## config.mk

```make
export PLATFORM = sky130hd
export DESIGN_NAME = fht_a20_decoder
export DESIGN_NICKNAME = d
export VERILOG_FILES = /design/src/rtl/fht_a20_decoder_pkg.sv /design/src/rtl/fht_butterfly_layer.sv /design/src/rtl/fht_a20_decoder.sv
export SDC_FILE = /design/constraint.sdc
export NUM_CORES = 2
export LEC_CHECK = 0
export BUFFER_PORTS_ARGS = -buffer_cell sky130_fd_sc_hd__buf_2
export CAP_MARGIN = 30
export CELL_PAD_IN_SITES_DETAIL_PLACEMENT = 0
export CELL_PAD_IN_SITES_GLOBAL_PLACEMENT = 1
export CORE_ASPECT_RATIO = 1.75
export CORE_UTILIZATION = 51
export CTS_BUF_LIST = sky130_fd_sc_hd__clkbuf_8
export CTS_CLUSTER_SIZE = 20
export DETAILED_ROUTE_END_ITERATION = 8
export PLACE_DENSITY_LB_ADDON = 0.1
export SLEW_MARGIN = 20
export SYNTH_ARGS = -nofsm -noshare
export SYNTH_HDL_FRONTEND = slang
export SYNTH_SLANG_ARGS = --single-unit
```

## constraint.sdc

```tcl
create_clock -name clk -period 24.4 [get_ports clk]
set_clock_uncertainty 0.2 [all_clocks]
set_input_delay 1.22 -clock clk [delete_from_list [all_inputs] [get_ports clk]]
set_output_delay 1.22 -clock clk [all_outputs]
set_load 0.02 [all_outputs]
```

## src/rtl/fht_a20_decoder_pkg.sv

```systemverilog
// rtl/fht_a20_decoder_pkg.sv - shared constants, FSM state type and mask helper for the (20,A) FHT decoder
//
// Package block_code_pkg
//   NUM_SYM     : symbols per transform word (32)
//   FHT_STAGES  : butterfly layers per transform (5)
//   A_MAX       : largest supported code_length (11 with FHT_A20_MASK_SEARCH_EN, else 6)
//   fsm_state_t : decoder control states
//   A20_MASK    : basis columns 6..10 of the (20,A) code in permuted symbol order,
//                 positions 20..31 are always zero
//   hyp_mask()  : combined mask word for a hypothesis index
package block_code_pkg;

  localparam int NUM_SYM    = 32;
  localparam int FHT_STAGES = 5;

`ifdef FHT_A20_MASK_SEARCH_EN
  localparam int A_MAX = 11;
`else
  localparam int A_MAX = 6;
`endif

  typedef enum logic [2:0] {
    S_IDLE,
    S_MASK,
    S_FHT,
    S_SEARCH,
    S_DONE
  } fsm_state_t;

  // Index j holds basis column 6+j.
  localparam logic [4:0][31:0] A20_MASK = {
    32'h0003_7A4D,
    32'h0009_B1D6,
    32'h000E_2C5B,
    32'h0006_D3A5,
    32'h000B_5E68
  };

  // Hypothesis h selects the XOR of mask words j for every set bit j of h.
  function automatic logic [31:0] hyp_mask(input logic [4:0] h);
    logic [31:0] m;
    m = 32'd0;
    for (int j = 0; j < 5; j++) begin
      if (h[j]) m = m ^ A20_MASK[j];
    end
    return m;
  endfunction

endpackage

```

## src/rtl/fht_butterfly_layer.sv

```systemverilog
// rtl/fht_butterfly_layer.sv - one combinational radix-2 layer of a 32-point Hadamard transform
//
// Ports
//   stage : layer index 0..4, pairs element i with element i + 2^stage
//   din   : 32 signed W-bit inputs
//   dout  : 32 signed W-bit outputs, (a+b) at the lower index, (a-b) at the upper
module fht_butterfly_layer
  import block_code_pkg::*;
#(
  parameter int W = 9
) (
  input  logic [2:0]          stage,
  input  logic signed [W-1:0] din  [NUM_SYM],
  output logic signed [W-1:0] dout [NUM_SYM]
);

  logic [4:0] stride;

  always_comb begin
    stride = 5'd1 << stage;
    for (int i = 0; i < NUM_SYM; i++) begin
      // The lower element of a pair has the stride bit clear; its partner is found by toggling it.
      if ((5'(i) & stride) == 5'd0) begin
        dout[i] = din[i] + din[5'(i) ^ stride];
      end else begin
        dout[i] = din[5'(i) ^ stride] - din[i];
      end
    end
  end

endmodule

```

## src/rtl/fht_a20_decoder.sv

```systemverilog
// rtl/fht_a20_decoder.sv - soft-decision ML decoder for the (20,A) block code using a 32-point FHT
//
// Optional feature macro: FHT_A20_MASK_SEARCH_EN (mask hypothesis loop, A up to 11)
//
// Ports
//   clk, rst      : rising-edge clock, synchronous active-high reset
//   in_symbols    : 32 permuted signed soft symbols, element i at [i*DATA_WIDTH +: DATA_WIDTH]
//   in_valid      : in_symbols / code_length valid
//   in_ready      : block idle, a word is accepted this cycle if in_valid
//   code_length   : A, number of information bits
//   out_bits      : decoded bits, bits at and above A are zero
//   out_metric    : |correlation| of the winning candidate
//   out_err       : unsupported code_length
//   out_valid     : single-cycle pulse qualifying out_*
module fht_a20_decoder
  import block_code_pkg::*;
#(
  parameter int DATA_WIDTH = 4
) (
  input  logic                        clk,
  input  logic                        rst,
  input  logic [32*DATA_WIDTH-1:0]    in_symbols,
  input  logic                        in_valid,
  output logic                        in_ready,
  input  logic [3:0]                  code_length,
  output logic [12:0]                 out_bits,
  output logic [DATA_WIDTH+4:0]       out_metric,
  output logic                        out_err,
  output logic                        out_valid
);

  localparam int W = DATA_WIDTH + 5;

  fsm_state_t state;

  logic signed [DATA_WIDTH-1:0] sym_r    [NUM_SYM];
  logic signed [W-1:0]          work     [NUM_SYM];
  logic signed [W-1:0]          masked   [NUM_SYM];
  logic signed [W-1:0]          bfly_out [NUM_SYM];

  logic [3:0]   a_r;
  logic         err_r;
  logic [2:0]   stage_r;
  logic [4:0]   idx_r;
  logic [W-1:0] best_mag;
  logic [4:0]   best_idx;
  logic         best_neg;
  logic [4:0]   hyp_bits;
  logic [31:0]  mask_word;

`ifdef FHT_A20_MASK_SEARCH_EN
  logic [4:0] hyp_r;
  logic [4:0] best_hyp;
  logic [4:0] hyp_last;
  assign hyp_bits = best_hyp;
  // For A>6 there are 2^(A-6) hypotheses; A=11 wraps 1<<5 to 0 so the -1 yields 31.
  assign hyp_last = (a_r > 4'd6) ? ((5'd1 << (a_r - 4'd6)) - 5'd1) : 5'd0;
`else
  assign hyp_bits = 5'd0;
`endif

  assign in_ready = (state == S_IDLE);

  logic len_ok;
  assign len_ok = (code_length != 4'd0) && (code_length <= 4'(A_MAX));

  // Sign-extend each symbol and negate it wherever the current hypothesis mask has a one.
  always_comb begin
    mask_word = 32'd0;
`ifdef FHT_A20_MASK_SEARCH_EN
    mask_word = hyp_mask(hyp_r);
`endif
    for (int i = 0; i < NUM_SYM; i++) begin
      masked[i] = $signed({{5{sym_r[i][DATA_WIDTH-1]}}, sym_r[i]});
      if (mask_word[i]) masked[i] = -masked[i];
    end
  end

  fht_butterfly_layer #(.W(W)) u_bfly (
    .stage (stage_r),
    .din   (work),
    .dout  (bfly_out)
  );

  logic signed [W-1:0] y;
  logic [W-1:0]        y_mag;
  logic                idx_allowed;
  logic [12:0]         bits_raw;
  logic [12:0]         bits_mask;

  always_comb begin
    y     = work[idx_r];
    // Unsigned view of the magnitude; the most negative value maps onto 2^(W-1) correctly.
    y_mag = y[W-1] ? W'(-y) : W'(y);
    // For short codes only the first 2^(A-1) transform outputs are codewords.
    idx_allowed = (a_r > 4'd6) || ({1'b0, idx_r} < (6'd1 << (a_r - 4'd1)));
    bits_raw  = {2'b00, hyp_bits, best_idx, best_neg};
    bits_mask = (13'd1 << a_r) - 13'd1;
  end

  always_ff @(posedge clk) begin
    if (rst) begin
      state      <= S_IDLE;
      out_valid  <= 1'b0;
      out_err    <= 1'b0;
      out_bits   <= 13'd0;
      out_metric <= '0;
      err_r      <= 1'b0;
      a_r        <= 4'd0;
      stage_r    <= 3'd0;
      idx_r      <= 5'd0;
      best_mag   <= '0;
      best_idx   <= 5'd0;
      best_neg   <= 1'b0;
`ifdef FHT_A20_MASK_SEARCH_EN
      hyp_r      <= 5'd0;
      best_hyp   <= 5'd0;
`endif
    end else begin
      out_valid <= 1'b0;
      case (state)
        S_IDLE: begin
          if (in_valid) begin
            for (int i = 0; i < NUM_SYM; i++) begin
              sym_r[i] <= in_symbols[i*DATA_WIDTH +: DATA_WIDTH];
            end
            a_r      <= code_length;
            best_mag <= '0;
            best_idx <= 5'd0;
            best_neg <= 1'b0;
`ifdef FHT_A20_MASK_SEARCH_EN
            hyp_r    <= 5'd0;
            best_hyp <= 5'd0;
`endif
            err_r    <= !len_ok;
            state    <= len_ok ? S_MASK : S_DONE;
          end
        end
        S_MASK: begin
          for (int i = 0; i < NUM_SYM; i++) work[i] <= masked[i];
          stage_r <= 3'd0;
          state   <= S_FHT;
        end
        S_FHT: begin
          for (int i = 0; i < NUM_SYM; i++) work[i] <= bfly_out[i];
          stage_r <= stage_r + 3'd1;
          if (stage_r == 3'(FHT_STAGES - 1)) begin
            idx_r <= 5'd0;
            state <= S_SEARCH;
          end
        end
        S_SEARCH: begin
          // Strict compare: ties keep the earlier hypothesis and index.
          if (idx_allowed && (y_mag > best_mag)) begin
            best_mag <= y_mag;
            best_idx <= idx_r;
            best_neg <= y[W-1];
`ifdef FHT_A20_MASK_SEARCH_EN
            best_hyp <= hyp_r;
`endif
          end
          idx_r <= idx_r + 5'd1;
          if (idx_r == 5'd31) begin
`ifdef FHT_A20_MASK_SEARCH_EN
            if (hyp_r != hyp_last) begin
              hyp_r <= hyp_r + 5'd1;
              state <= S_MASK;
            end else begin
              state <= S_DONE;
            end
`else
            state <= S_DONE;
`endif
          end
        end
        S_DONE: begin
          out_valid  <= 1'b1;
          out_err    <= err_r;
          out_bits   <= err_r ? 13'd0 : (bits_raw & bits_mask);
          out_metric <= err_r ? '0 : best_mag;
          state      <= S_IDLE;
        end
        default: state <= S_IDLE;
      endcase
    end
  end

endmodule
```

==> qor.yml <==
fillers: 9279
drt-total-wl_um: 238000
crit_chain: "inv_1 -> ha_1 -> nand2b_4 -> buf_4 -> buf_4 -> buf_16 -> a21oi_1 -> mux2i_1 -> mux2i_1 -> mux2i_1 -> nand2_1 -> nand2_1 -> ha_1 -> inv_1 -> fa_1 -> inv_1 -> a21oi_1 -> o21bai_1 -> a21oi_1 -> o21bai_1 -> a31oi_1 -> xnor2_1 -> o21ai_0"
hold_violations: 0
drc: 0
whs_ns: 0.266
die_area_um2: 98900
grt_antenna_before_repair: 12
ys_seq_elements: 464
start_util_pct: 51.4
max_slew_margin_pct: 22.9
numPortBuffers: 152
vias_per_cell: 6.60
syn_to_final_growth_pct: 7.95
path_class: "flip-flop to flip-flop"
cts_buffers: 84
p_leak_uw: 0.0231
yosys_warnings: 0
grt_pass1_wl_um: 336000
htree_levels: 3
netlist_instances: 5540
critPathArrivalTime_ns: 8.31
ir_worst_vdd_v: 0.0000479
drtIter0Drc: 5735
place.detailed.hpwl_um: 181000
drtPass1Iterations: 7
yosys.area.top_type: "edfxtp_1"
syn_area_per_cell_um2: 8.98
die_width_um: 238
fin_crit_sh_pct: 32.7
synth-edff-count: 416
synth_area_um2: 49800
setup_ws_ns: 16.41
cts_tree: "yes"
clk_path_buf_depth: 3
clock-sinks: 464
clock-root-buffer: "clkbuf_8"
post-cts-setup-buffers: 0
critPathCaptureType: "flip-flop"
synth_top_area_share_pct: 25.1
io-pin-count: 160
ant_nets: 0
grt_max_degree: 146
status: "finished clean"
drive_above_1_share_pct: 10.0
grt_pass1_vias: 43601
hold_buffers: 0
ys_seq_area_share_pct: 27.0
crit_path_top_delay_cell: "mux2i_1"
fmax_ghz: 0.125
hold_class: "flip-flop to flip-flop"
setup_violations: 0
clkTransAtPathRegs_ns: 0.07
ys_async_sr_fraction_pct: 0
cp_slowest_stage_delay_ns: 0.77
required_ns: 24.72
ys.flop_type: "edfxtp_1"
grt_usage_pct: 48.8
min_period_ns: 7.99
place_ws_ns: 16.79
critPathMaxFanout: 71
post_drt_wl_per_cell_um: 34.2
synth_area_leaders: "edfxtp_1 25%, mux2i_1 22%, ha_1 7.8%"
tightest_slew_ns: 1.16
start_kind: "flip-flop"
ys_types: 62
multiInputGateArea_um2: 34100
cts_resized: 0
nets: 6052
seq_area_um2: 13500
slew_violations: 0
rsz0062_at_grt: "false"
die_h_um: 415
core-area_um2: 96700
std_cell_rows: 151
num_vias: 45882
clkLatencyLatePin_ns: 0.84
cap_violations: 0
gp_congestion: 1.14
power_density_nw_per_um2: 72.0
grt_overflow_total: 0
fin_tns_setup_ns: 0
==> cells in the mapped netlist, types with 75 or more instances <==
cell,n
clkbuf_1,120
xnor2_1,284
mux2i_1,1079
o21ai_0,297
nand2_1,980
nor3_1,75
o21bai_1,109
inv_1,269
nor2_1,292
a21oi_1,339
ha_1,310
mux4_2,112
buf_1,109
edfxtp_1,416
xor2_1,179
==> state kept, by name, indices dropped and copies added (netlist names) <==
signal / cells
work: 288
err_r: 1
best_neg: 1
state: 3
out_metric: 9
out_err: 1
best_idx: 5
stage_r: 3
sym_r: 128
out_bits: 6
a_r: 4
best_mag: 9
out_valid: 1
idx_r: 5
==> cells by family (layout without fill, tap and decap cells) <==
group	after synthesis	after routing	share of synthesized area, %
XOR/XNOR	463	463	8.15
adder cells (fa/ha/maj)	342	342	9.08
buffers and inverters	592	688	4.82
AND/OR/NAND/NOR	1517	1517	12.5
AO/OA/AOI/OAI	947	947	11.0
other	1	15	0.00754
flip-flops	464	464	27.0
multiplexers	1214	1214	27.3
==> critical path: cells and delay by family, from the launching register on <==
family / cells / cell delay (ns)
and+or+nand+nor: 3 / 0.87
buffers and inverters: 6 / 1.74
adders and majority gates: 3 / 1.06
xor gates and xnor gates: 1 / 0.17
DFF: 1 / 0.54
muxes: 3 / 1.68
AOI/OAI and AO/OA: 7 / 1.30
==> cell type report <==
type / count / area share, %
antenna: 8 / 0.0373
clock buffer: 95 / 2.43
clock inverter: 58 / 0.850
inverter: 270 / 1.89
multi-input combinational: 4490 / 63.5
sequential: 464 / 25.1
tap: 1300 / 3.03
timing repair buffer: 265 / 3.24
==> stage by stage <==
step | instance area [µm²] | total power (µW) | utilization, % | instances
after floorplan | 49800 | 2320 | - | 5546
after global placement | 51600 | 2890 | 53.4 | 6769
after detailed placement | 51700 | 2910 | 53.4 | 6770
after CTS | 53400 | 3750 | 55.2 | 6923
after global routing | 53700 | 4030 | 55.5 | 6946
final | 53700 | 3870 | 55.5 | 6950
==> report_power, final <==
part | switching [µW] | internal, µW | total (µW)
Clock | 405 | 432 | 838
Combinational | 1250 | 713 | 1970
Sequential | 113 | 952 | 1070
Total | 1770 | 2100 | 3870
==> routing by layer <==
metal | share of wire [%] | GRT usage, %
met5 | 0.012 | 0.745
met4 | 14 | 52.1
met3 | 9.1 | 14.9
met2 | 43 | 73.6
met1 | 33 | 52.1
==> placed cells by master, fill, tap and decap left out, types with 21 or more instances in the layout <==
| cell | count |
|---|---|
| mux2i_1 | 1062 |
| nand2_1 | 978 |
| edfxtp_1 | 416 |
| a21oi_1 | 339 |
| ha_1 | 309 |
| o21ai_0 | 297 |
| nor2_1 | 290 |
| inv_1 | 288 |
| xnor2_1 | 284 |
| xor2_1 | 179 |
| buf_2 | 152 |
| mux4_2 | 112 |
| o21bai_1 | 109 |
| clkbuf_8 | 95 |
| buf_4 | 91 |
| nor3_1 | 74 |
| a21o_1 | 62 |
| o31ai_1 | 50 |
| a31oi_1 | 45 |
| dfxtp_1 | 44 |
| fa_1 | 32 |
| nand3_1 | 26 |
| nor4_1 | 21 |
| mux2_2 | 21 |
==> final timing paths <==
kind / cells past startpoint / startpoint / slack, ns / end
worst min-delay path: 2 / best_idx[4] / 0.27 / best_idx[4]
worst max-delay path: 23 / stage_r[1] / 16.41 / work[71]
worst max register to register: 23 / stage_r[1] / 16.41 / work[71]
worst min register to register: 2 / best_idx[4] / 0.27 / best_idx[4]
Power figures use the tool's default switching activity.
